===== src/rtl/pll_reset_sequencer.sv =====
// Supervises the DVI clock PLL: drives RESETB, synchronises and qualifies LOCK,
// and releases the downstream DVI reset only after lock has been stable.
module pll_reset_sequencer #(
  parameter int W_CTR         = 16,
  parameter int RESET_CYCLES  = 16,
  parameter int LOCK_TIMEOUT  = 16000,
  parameter int STABLE_CYCLES = 1600
) (
  input  logic       clk,
  input  logic       rst_n,
  input  logic       pll_locked,
  output logic       pll_resetb,
  output logic       out_rst_n,
  output logic [1:0] state,
  output logic [7:0] timeout_count,
  output logic [7:0] loss_count
);

  typedef enum logic [1:0] {
    PLL_RESET = 2'd0,
    WAIT_LOCK = 2'd1,
    STABILISE = 2'd2,
    RUN       = 2'd3
  } state_e;

  localparam logic [W_CTR-1:0] RESET_LAST   = W_CTR'(RESET_CYCLES - 1);
  localparam logic [W_CTR-1:0] TIMEOUT_LAST = W_CTR'(LOCK_TIMEOUT - 1);
  localparam logic [W_CTR-1:0] STABLE_LAST  = W_CTR'(STABLE_CYCLES - 1);

  function automatic logic [7:0] sat_inc(input logic [7:0] v);
    return (v == 8'hFF) ? v : v + 8'd1;
  endfunction

  state_e           state_q, state_d;
  logic [W_CTR-1:0] ctr_q, ctr_d;
  logic             sync1_q, sync2_q;
  logic             pll_resetb_q, pll_resetb_d;
  logic             out_rst_n_q, out_rst_n_d;
  logic [7:0]       timeout_q, timeout_d;
  logic [7:0]       loss_q, loss_d;
  logic             locked_s;

  assign locked_s = sync2_q;

  // Two-flop synchroniser for the asynchronous PLL lock output.
  always_ff @(posedge clk) begin
    if (!rst_n) begin
      sync1_q <= 1'b0;
      sync2_q <= 1'b0;
    end else begin
      sync1_q <= pll_locked;
      sync2_q <= sync1_q;
    end
  end

  // Sequencer state, shared counter and registered outputs.
  always_ff @(posedge clk) begin
    if (!rst_n) begin
      state_q      <= PLL_RESET;
      ctr_q        <= {W_CTR{1'b0}};
      pll_resetb_q <= 1'b0;
      out_rst_n_q  <= 1'b0;
      timeout_q    <= 8'd0;
      loss_q       <= 8'd0;
    end else begin
      state_q      <= state_d;
      ctr_q        <= ctr_d;
      pll_resetb_q <= pll_resetb_d;
      out_rst_n_q  <= out_rst_n_d;
      timeout_q    <= timeout_d;
      loss_q       <= loss_d;
    end
  end

  // Next-state logic; outputs are decoded from the next state so they change
  // on the same edge as the state they belong to.
  always_comb begin
    state_d   = state_q;
    ctr_d     = ctr_q + W_CTR'(1);
    timeout_d = timeout_q;
    loss_d    = loss_q;
    case (state_q)
      PLL_RESET: begin
        if (ctr_q == RESET_LAST) begin
          state_d = WAIT_LOCK;
        end else begin
          state_d = PLL_RESET;
        end
      end
      WAIT_LOCK: begin
        // Lock takes priority over a simultaneous timeout.
        if (locked_s) begin
          state_d = STABILISE;
        end else if (ctr_q == TIMEOUT_LAST) begin
          state_d   = PLL_RESET;
          timeout_d = sat_inc(timeout_q);
        end else begin
          state_d = WAIT_LOCK;
        end
      end
      STABILISE: begin
        if (!locked_s) begin
          state_d = WAIT_LOCK;
        end else if (ctr_q == STABLE_LAST) begin
          state_d = RUN;
        end else begin
          state_d = STABILISE;
        end
      end
      RUN: begin
        if (!locked_s) begin
          state_d = WAIT_LOCK;
          loss_d  = sat_inc(loss_q);
        end else begin
          state_d = RUN;
        end
      end
      default: begin
        state_d = PLL_RESET;
      end
    endcase
    if ((state_d != state_q) || (state_q == RUN)) begin
      ctr_d = {W_CTR{1'b0}};
    end else begin
      ctr_d = ctr_d;
    end
    pll_resetb_d = (state_d != PLL_RESET);
    out_rst_n_d  = (state_d == RUN);
  end

  assign pll_resetb    = pll_resetb_q;
  assign out_rst_n     = out_rst_n_q;
  assign state         = state_q;
  assign timeout_count = timeout_q;
  assign loss_count    = loss_q;

endmodule


===== config.mk =====
export PLATFORM = sky130hd
export DESIGN_NAME = pll_reset_sequencer
export DESIGN_NICKNAME = d
export VERILOG_FILES = /design/src/rtl/pll_reset_sequencer.sv
export SDC_FILE = /design/constraint.sdc
export NUM_CORES = 1
export LEC_CHECK = 0
export CAP_MARGIN = 40
export CORE_ASPECT_RATIO = 0.5
export CORE_UTILIZATION = 50
export DETAILED_ROUTE_END_ITERATION = 7
export DONT_BUFFER_PORTS = 1
export HOLD_SLACK_MARGIN = 0.03
export PLACE_DENSITY = 0.63
export SYNTH_ARGS = -nofsm -noshare
export SYNTH_HDL_FRONTEND = slang
export SYNTH_SLANG_ARGS = --single-unit

===== constraint.sdc =====
create_clock -name clk -period 2.75 [get_ports clk]
set_input_delay 0 -clock clk [delete_from_list [all_inputs] [get_ports clk]]
set_output_delay 0 -clock clk [all_outputs]
set_load 0.05 [all_outputs]

### After elaboration in Yosys (flattened, before gate mapping)

Index checks and enable logic that the tools add are counted.

* ROM bits: 0
* memories kept: 0
* memory bits (writable): 0
* flip-flop bits (word level): 38
* output and inout bits: 20
* latch bits: 0
* word-level logic and storage cells: 38
* bits of input ports: 3

* add/subtract/negate cells: 3
* shift-type cells: 0
* eq/ne operators: 10
* mux-type cells: 7
* magnitude comparators: 0
* bitwise operators: 4
* div/mod/pow operators: 0
* $mul: 0
* reduce and logical (&&, ||, !) cells: 6

Operator list (count)
* $add A16 B1 Y16 const B: 1
* $add A8 B1 Y8 const B: 2
* $eq A16 B11 Y1 const B: 1
* $eq A16 B14 Y1 const B: 1
* $eq A16 B4 Y1 const B: 1
* $eq A8 B8 Y1 const B: 2
* $pmux W2 S4: 1
* $eq A2 B2 Y1 const B: 3
* $mux W2: 3
* $not A1 Y1: 4
* $reduce_and A4 Y1: 1
* $mux W1: 3
* $reduce_and A3 Y1: 1
* $eq A2 B1 Y1 const B: 1
* $logic_not A2 Y1: 1
* $ne A2 B2 Y1: 1
* $reduce_bool A2 Y1: 1
* $reduce_or A2 Y1: 1
* $logic_or A1 B1 Y1: 1

### Depth between registers and ports, before layout

Gate-level depths: netlist (run 1).

* depth after elaboration: 7
* mapped depth: 8
* gate-level depth less buffers: 6

### Worst setup path before layout (run 1)

Ideal clock, no wire load.

* kind: reg-to-reg
* from: register ctr_q[6]
* to: register ctr_q[10]
* arrival time: 2200 ps
* period minus slack after synthesis: 2329 ps
* setup time: 128 ps
* required time: 2622 ps
* slack: 421 ps
* path buffers: 1
* cell stages (with the launch flop): 7
* path through: dfxtp_1 > or4_1 > or4_1 > o311a_2 > o21ai_1 > buf_2 > a21oi_1

* cells in the longest elaborated chain, start to end: 7
* elaborated cells on any way between the ends: 13
* classes of those cells: add/sub: 1; eq/ne: 4; mux: 6; reduce/logical: 2

Ends and longest elaborated chain
* from (decl): RTL line 35 `logic [W_CTR-1:0] ctr_q, ctr_d;`
* from (signal assigned): RTL line 60 `ctr_q <= {W_CTR{1'b0}};`
* from (signal assigned): RTL line 67 `ctr_q <= ctr_d;`
* $eq A16 B11 Y1 or $eq A16 B14 Y1 (tied branches): RTL line 104, 94
* $mux W1 (on tied branches): RTL line 104, 94
* $mux W2 (on tied branches): RTL line 102, 92
* $pmux W2 S4: RTL line 82 `case (state_q)`
* $ne A2 B2 Y1: RTL line 122 `if ((state_d != state_q) || (state_q == RUN)) begin`
* $logic_or A1 B1 Y1: RTL line 122
* $reduce_or A2 Y1 (no line)

Several ways; a longest one is shown, not always the timed one.
A chain may end at the register's enable or synchronous reset.

### Final worst setup path (run 1)

* from: register ctr_q[0]
* to: register timeout_q[5], in the netlist timeout_count[5]

* cells in the longest elaborated chain, start to end: 2

Ends and longest elaborated chain
* $eq A16 B14 Y1: RTL line 94 `end else if (ctr_q == TIMEOUT_LAST) begin`
* $reduce_and A4 Y1 (no line)
* to (signal assigned): RTL line 70 `timeout_q <= timeout_d;`
* to (decl): RTL line 39 `logic [7:0] timeout_q, timeout_d;`

Every way passes these cells.

==> flow_summary.ini, run 1 <==
[cells_and_area]
final_cell_area_um2 = 2000
fill_cells = 277
fin_nets = 216
diodes = 0
fin_cells = 251
drive_gt1_frac = 0.152
area_growth_pct = 18.2

[logic_synthesis]
ys_async_sr_fraction = 0
ys_warn_count = 0
yosysMostFrequentCell = dfxtp_1
synth_common_cells = dfxtp_1 (38), a21oi_1 (23), nand2_1 (16), nor2_1 (15), xor2_1 (13)
syn_area_um2 = 1690
syn-instance-count = 189
seq_area_frac_synth = 0.450
syn_area_per_cell_um2 = 8.94
synth_edf_count = 0
yosysUniqueCellTypes = 38
synth_top_area_share = 0.450
synth-seq-cells = 38
synth.area.top_cells = dfxtp_1 (45%), a21oi_1 (6.8%), xor2_1 (6.7%), xnor2_1 (3.6%), nand2_1 (3.6%)
synth_top_cell_by_area = dfxtp_1
synth_nets = 195
ys.flop_type = dfxtp_1

[sta]
worst_clock_skew_ns = 0.00470
tightest_slew_ns = 0.573
worst_slack_ns = 0.219
rsz0062_at_grt = false
maxSlewViolCount = 0
period_needed_ns = 2.53
fin_setup_tns_ns = 0
relSlewSlack = 0.617
setup_viol = 0
finalHoldViolations = 0
max_freq_mhz = 395
final_min_period_over_clock_period = 0.920

[run_status]
status = finished with violations
violations = design-rule violations

[worst_setup_path]
crit_type = register to register
startpoint_type = register
required_ns = 2.98
worstPathMaxFanout = 14
worstSetupEndpointType = register
crit_arrival_ns = 2.76

[clocking]
clock_sinks = 38
clkLatencyLatePin_ns = 0.29
path_clk_slew_ns = 0.08
htree_num_levels = 2
cts_tree = built
cts_buffers = 5
cts_resized = 0
root_buffer = clkbuf_8
cts_max_path_buffers = 2

[global_route]
grt_max_degree = 20
antenna_found_initial = 0
grt_remaining_overflow = 0
grtUsageTotal = 0.216
first_global_vias = 1290
grt_pass1_wl_mm = 5.93

[routing]
num_vias = 1421
drtIter0Drc = 44
postRouteAntennaNets = 0
firstDrtPassIters = 6
wl_mm = 3.56
remaining_drc_errors = 6
viasPerCell = 5.66
wl_per_cell_um = 14.2

[place]
pre_cts_slack_ns = 0.232
numPortBuffers = 0
placed_area_um2 = 1840
place_congestion = 0.784
place.detailed.hpwl_mm = 2.44
dpl.cell_count = 241

[hold_path]
hp-class = input pin to register

[power_and_ir_drop]
power.total_w = 0.00116
irDropWorstVdd_mv = 0.323
leakage_nw = 0.734
power_density_nw_per_um2 = 579

[floorplanning]
initial_core_util = 0.545
die_w_um = 84.2
num_rows = 14
dieHeight_um = 43.1
core_area_um2 = 3100
die_area_um2 = 3630
ioPinCount = 23

[job]
maxCapViolCount = 0
==> cells by family (layout without fill, tap and decap cells) <==
group	count (synthesis)	in the layout	synth area share
and+or+nand+nor	76	76	0.247
AOI/OAI and AO/OA	40	40	0.138
buffers and inverters	10	32	0.0274
muxes	2	2	0.0119
adders and majority gates	3	3	0.0222
DFF	38	38	0.450
xor gates and xnor gates	20	20	0.104
==> layer usage <==
layer / routed length [um] / vias up / track usage
li1: - / 724 / -
met5: 0 / - / 0
met2: 1560 / 28 / 0.339
met1: 1770 / 664 / 0.278
met4: 38 / 0 / 0.0724
met3: 198 / 5 / 0.0798
==> report_power, final <==
part / total (W) / leakage, nW / internal [W] / switching [W]
Combinational: 0.0000232 / 0.358 / 0.00000975 / 0.0000134
Clock: 0.000573 / 0.0683 / 0.000363 / 0.000210
Sequential: 0.000559 / 0.307 / 0.000555 / 0.00000414
Total: 0.00116 / 0.734 / 0.000928 / 0.000227
==> repair_timing <==
action                    4_1_cts  5_1_grt
hold buffers                    2        0
hold endpoints to repair        6        0
buffers inserted                0        0
==> flip-flops by register name, summed over array words and instances, names as in the netlist <==
name / flops
ctr_q: 16
timeout_count: 8
out_rst_n: 1
loss_count: 8
state: 2
pll_resetb: 1
sync1_q: 1
locked_s: 1
==> placed cells by master, fill, tap and decap left out, drive strengths merged <==
cell / n
o31ai: 2
or4: 7
nor3: 3
ha: 3
o211ai: 1
nand4: 5
nand2: 16
xor2: 13
or3b: 1
buf: 17
o311a: 1
a21boi: 1
clkinv: 2
o21ai: 8
inv: 4
dfxtp: 38
nand2b: 2
a41oi: 1
o2111a: 1
nor4: 2
xnor2: 7
nor2: 15
bufinv: 2
mux2i: 2
and2: 2
dlygate4sd3: 2
or3: 7
o21ba: 1
a21oi: 23
nand3: 9
nand3b: 1
and4: 4
clkbuf: 5
and3: 2
o22ai: 1
==> critical path, cell delays in order, from the launching register on <==
cell and delay, ns:
dfxtp_1 0.37, ha_1 0.19, nand3_1 0.18, or3_1 0.45, or4_4 0.63, or4_1 0.49, a21oi_1 0.16
==> worst paths after layout <==
kind	from	to	slack [ns]	cells past startpoint
max	ctr_q[0]$_SDFF_PP0_	timeout_count[5]$_SDFFE_PN0P_	0.22	6
min	rst_n	timeout_count[6]$_SDFFE_PN0P_	0.04	3
max reg2reg	ctr_q[0]$_SDFF_PP0_	timeout_count[5]$_SDFFE_PN0P_	0.22	6
min reg2reg	sync1_q$_SDFF_PN0_	locked_s$_SDFF_PN0_	0.44	1
==> stage by stage <==
stage,hold slack [ns],utilization
finish,0.0436,0.644
global placement,0.124,0.593
detailed placement,0.125,0.593
global route,0.0490,0.644
CTS,0.0339,0.644
floorplan,0.122,-
==> layout make-up <==
cell class | count | area (um^2) | area share
Multi-Input combinational cell | 141 | 882 | 0.442
Sequential cell | 38 | 761 | 0.381
Timing Repair Buffer | 19 | 148 | 0.0739
Clock buffer | 5 | 68.8 | 0.0345
Clock inverter | 3 | 68.8 | 0.0345
Tap cell | 40 | 50.0 | 0.0251
Inverter | 5 | 18.8 | 0.00940
No activity file was read; power rests on OpenSTA's default activity.
==> run 2: changes to the inputs <==
- PLACE_DENSITY: 0.63 -> 0.66
- clock period: 2.75 -> 2.15 ns (I/O delays scaled with it)
==> run 2 against run 1 <==
Compared with the run above:
- the run ends with design-rule violations, negative setup slack left
- clock-buffer cell count rose by 2
- global-route usage rose by 1.8 points
- final area rose by 12%
- non-clock buffer count rose by 29
- hold slack improved by 0.0099 ns
- combinational power rose by 83%
- first-iteration DRC count rose by 14%
- total power rose by 9.3%
- largest cell class unchanged
- highest routed layer unchanged
==> flow_summary.ini, run 2 (synthesis gave the netlist of run 1 again) <==
[floorplanning]
die_w_um = 84.2
dieHeight_um = 43.1
num_rows = 14
die_area_um2 = 3630
initial_core_util = 0.545
core_area_um2 = 3100
ioPinCount = 23

[routing]
wl_per_cell_um = 13.7
num_vias = 1569
remaining_drc_errors = 2
viasPerCell = 5.58
drtIter0Drc = 50
firstDrtPassIters = 6
wl_mm = 3.85
postRouteAntennaNets = 0

[sta]
maxSlewViolCount = 0
finalHoldViolations = 0
setup_viol = 22
worst_slack_ns = -0.130
worst_clock_skew_ns = 0.00649
final_min_period_over_clock_period = 1.06
period_needed_ns = 2.28
relSlewSlack = 0.685
rsz0062_at_grt = true
tightest_slew_ns = 0.472
max_freq_mhz = 439

[global_route]
grt_pass1_wl_mm = 6.51
antenna_found_initial = 0
grt_max_degree = 19
grt_remaining_overflow = 0
first_global_vias = 1544
grtUsageTotal = 0.235

[cells_and_area]
diodes = 0
fill_cells = 245
final_common_cell = buf_4
drive_gt1_frac = 0.290
post-route-util = 0.724
area_growth_pct = 33.0
largest_reg_flops = 16
regMostFlops = ctr_q
final_cell_mix = buf_4 (43), dfxtp_1 (36), a21oi_1 (22)
fin_nets = 246
fin_cells = 281
final_cell_area_um2 = 2250

[worst_setup_path]
cp_top_family = simple AND/OR/NAND/NOR gates
crit_buf_inv = 0
startpoint_type = register
cp_common_cell = or4_4
worstSetupEndpointType = register
cpMaxStageDelayCell = or4_1
worstPathMaxFanout = 6
crit_type = register to register
slowest_delay_ns = 0.48
crit_arrival_ns = 2.51
cp_cell_sequence = or3b_4, or4_4, or4_4, or4_1, a21oi_1
required_ns = 2.38

[place]
numPortBuffers = 0
placed_area_um2 = 2090
place.detailed.hpwl_mm = 2.69
pre_cts_slack_ns = -0.139
place_congestion = 0.816
dpl.cell_count = 267

[run_status]
status = finished with violations
violations = design-rule violations, negative setup slack

[clocking]
root_buffer = clkbuf_8
cts_max_path_buffers = 2
cts_tree = built
cts_buffers = 5
clkLatencyLatePin_ns = 0.29
path_clk_slew_ns = 0.07
clock_sinks = 38
htree_num_levels = 2

[power_and_ir_drop]
leakage_nw = 0.878
irDropWorstVdd_mv = 0.420
power.total_w = 0.00126
power_density_nw_per_um2 = 562

[hold_path]
hp-class = input pin to register

[job]
maxCapViolCount = 0
==> run 2: cell types whose count changed in the layout (fill, tap and decap cells not counted), moves of 2 or more <==
cell / before / now
buf_12: 0 / 2
buf_4: 17 / 43
bufinv_16: 2 / 0
dfxtp_1: 38 / 36
dfxtp_2: 0 / 2
==> run 2: area by class of cell <==
type	instances	area, um^2	share of cell area
multi-input combinational	142	928	0.413
sequential	38	763	0.340
timing repair buffer	48	394	0.175
clock buffer	7	86.3	0.0384
tap	40	50.0	0.0223
inverter	5	18.8	0.00836
clock inverter	1	5.00	0.00223
==> run 2: where the power goes <==
group	internal, W	switching, W	total [W]
Combinational	0.0000212	0.0000213	0.0000425
Sequential	0.000710	0.00000449	0.000715
Clock	0.000259	0.000247	0.000505
Total	0.000990	0.000272	0.00126
==> run 2: timing repair <==
action	CTS	global route
setup endpoints to repair	20	25
setup buffers	2	1
endpoints found under the hold margin	6	0
hold buffers	2	0
pin swaps	2	1
gates resized for setup	2	3
cloned	1	0
==> run 2: metal layers <==
layer | vias to the layer above | global-route usage | wire length, um
li1 | 787 | - | -
met1 | 747 | 0.268 | 1800
met2 | 31 | 0.415 | 1820
met3 | 4 | 0.0739 | 198
met4 | 0 | 0.100 | 34
met5 | - | 0 | 0
==> run 2: per-stage QoR <==
stage / TNS (ns) / hold WS (ns)
after floorplan: -0.493 / 0.122
after global placement: -0.940 / 0.123
after detailed placement: -1.09 / 0.129
after CTS: -1.40 / 0.0555
after global routing: -3.68 / 0.0730
final: -1.47 / 0.0535
==> run 2: worst reg2reg max path: cells and delay by family, from the launching register on <==
family / cells / cell delay, ns
flip-flops: 1 / 0.32
AND/OR/NAND/NOR: 4 / 1.76
AO/OA/AOI/OAI: 1 / 0.14
==> run 2: path summary, 6_finish.rpt <==
kind,slack (ns),cells after the start,endpoint,start
max,-0.13,5,timeout_count[7]$_SDFFE_PN0P_,ctr_q[8]$_SDFF_PP0_
min,0.05,3,timeout_count[6]$_SDFFE_PN0P_,rst_n
max reg2reg,-0.13,5,timeout_count[7]$_SDFFE_PN0P_,ctr_q[8]$_SDFF_PP0_
min reg2reg,0.44,1,locked_s$_SDFF_PN0_,sync1_q$_SDFF_PN0_
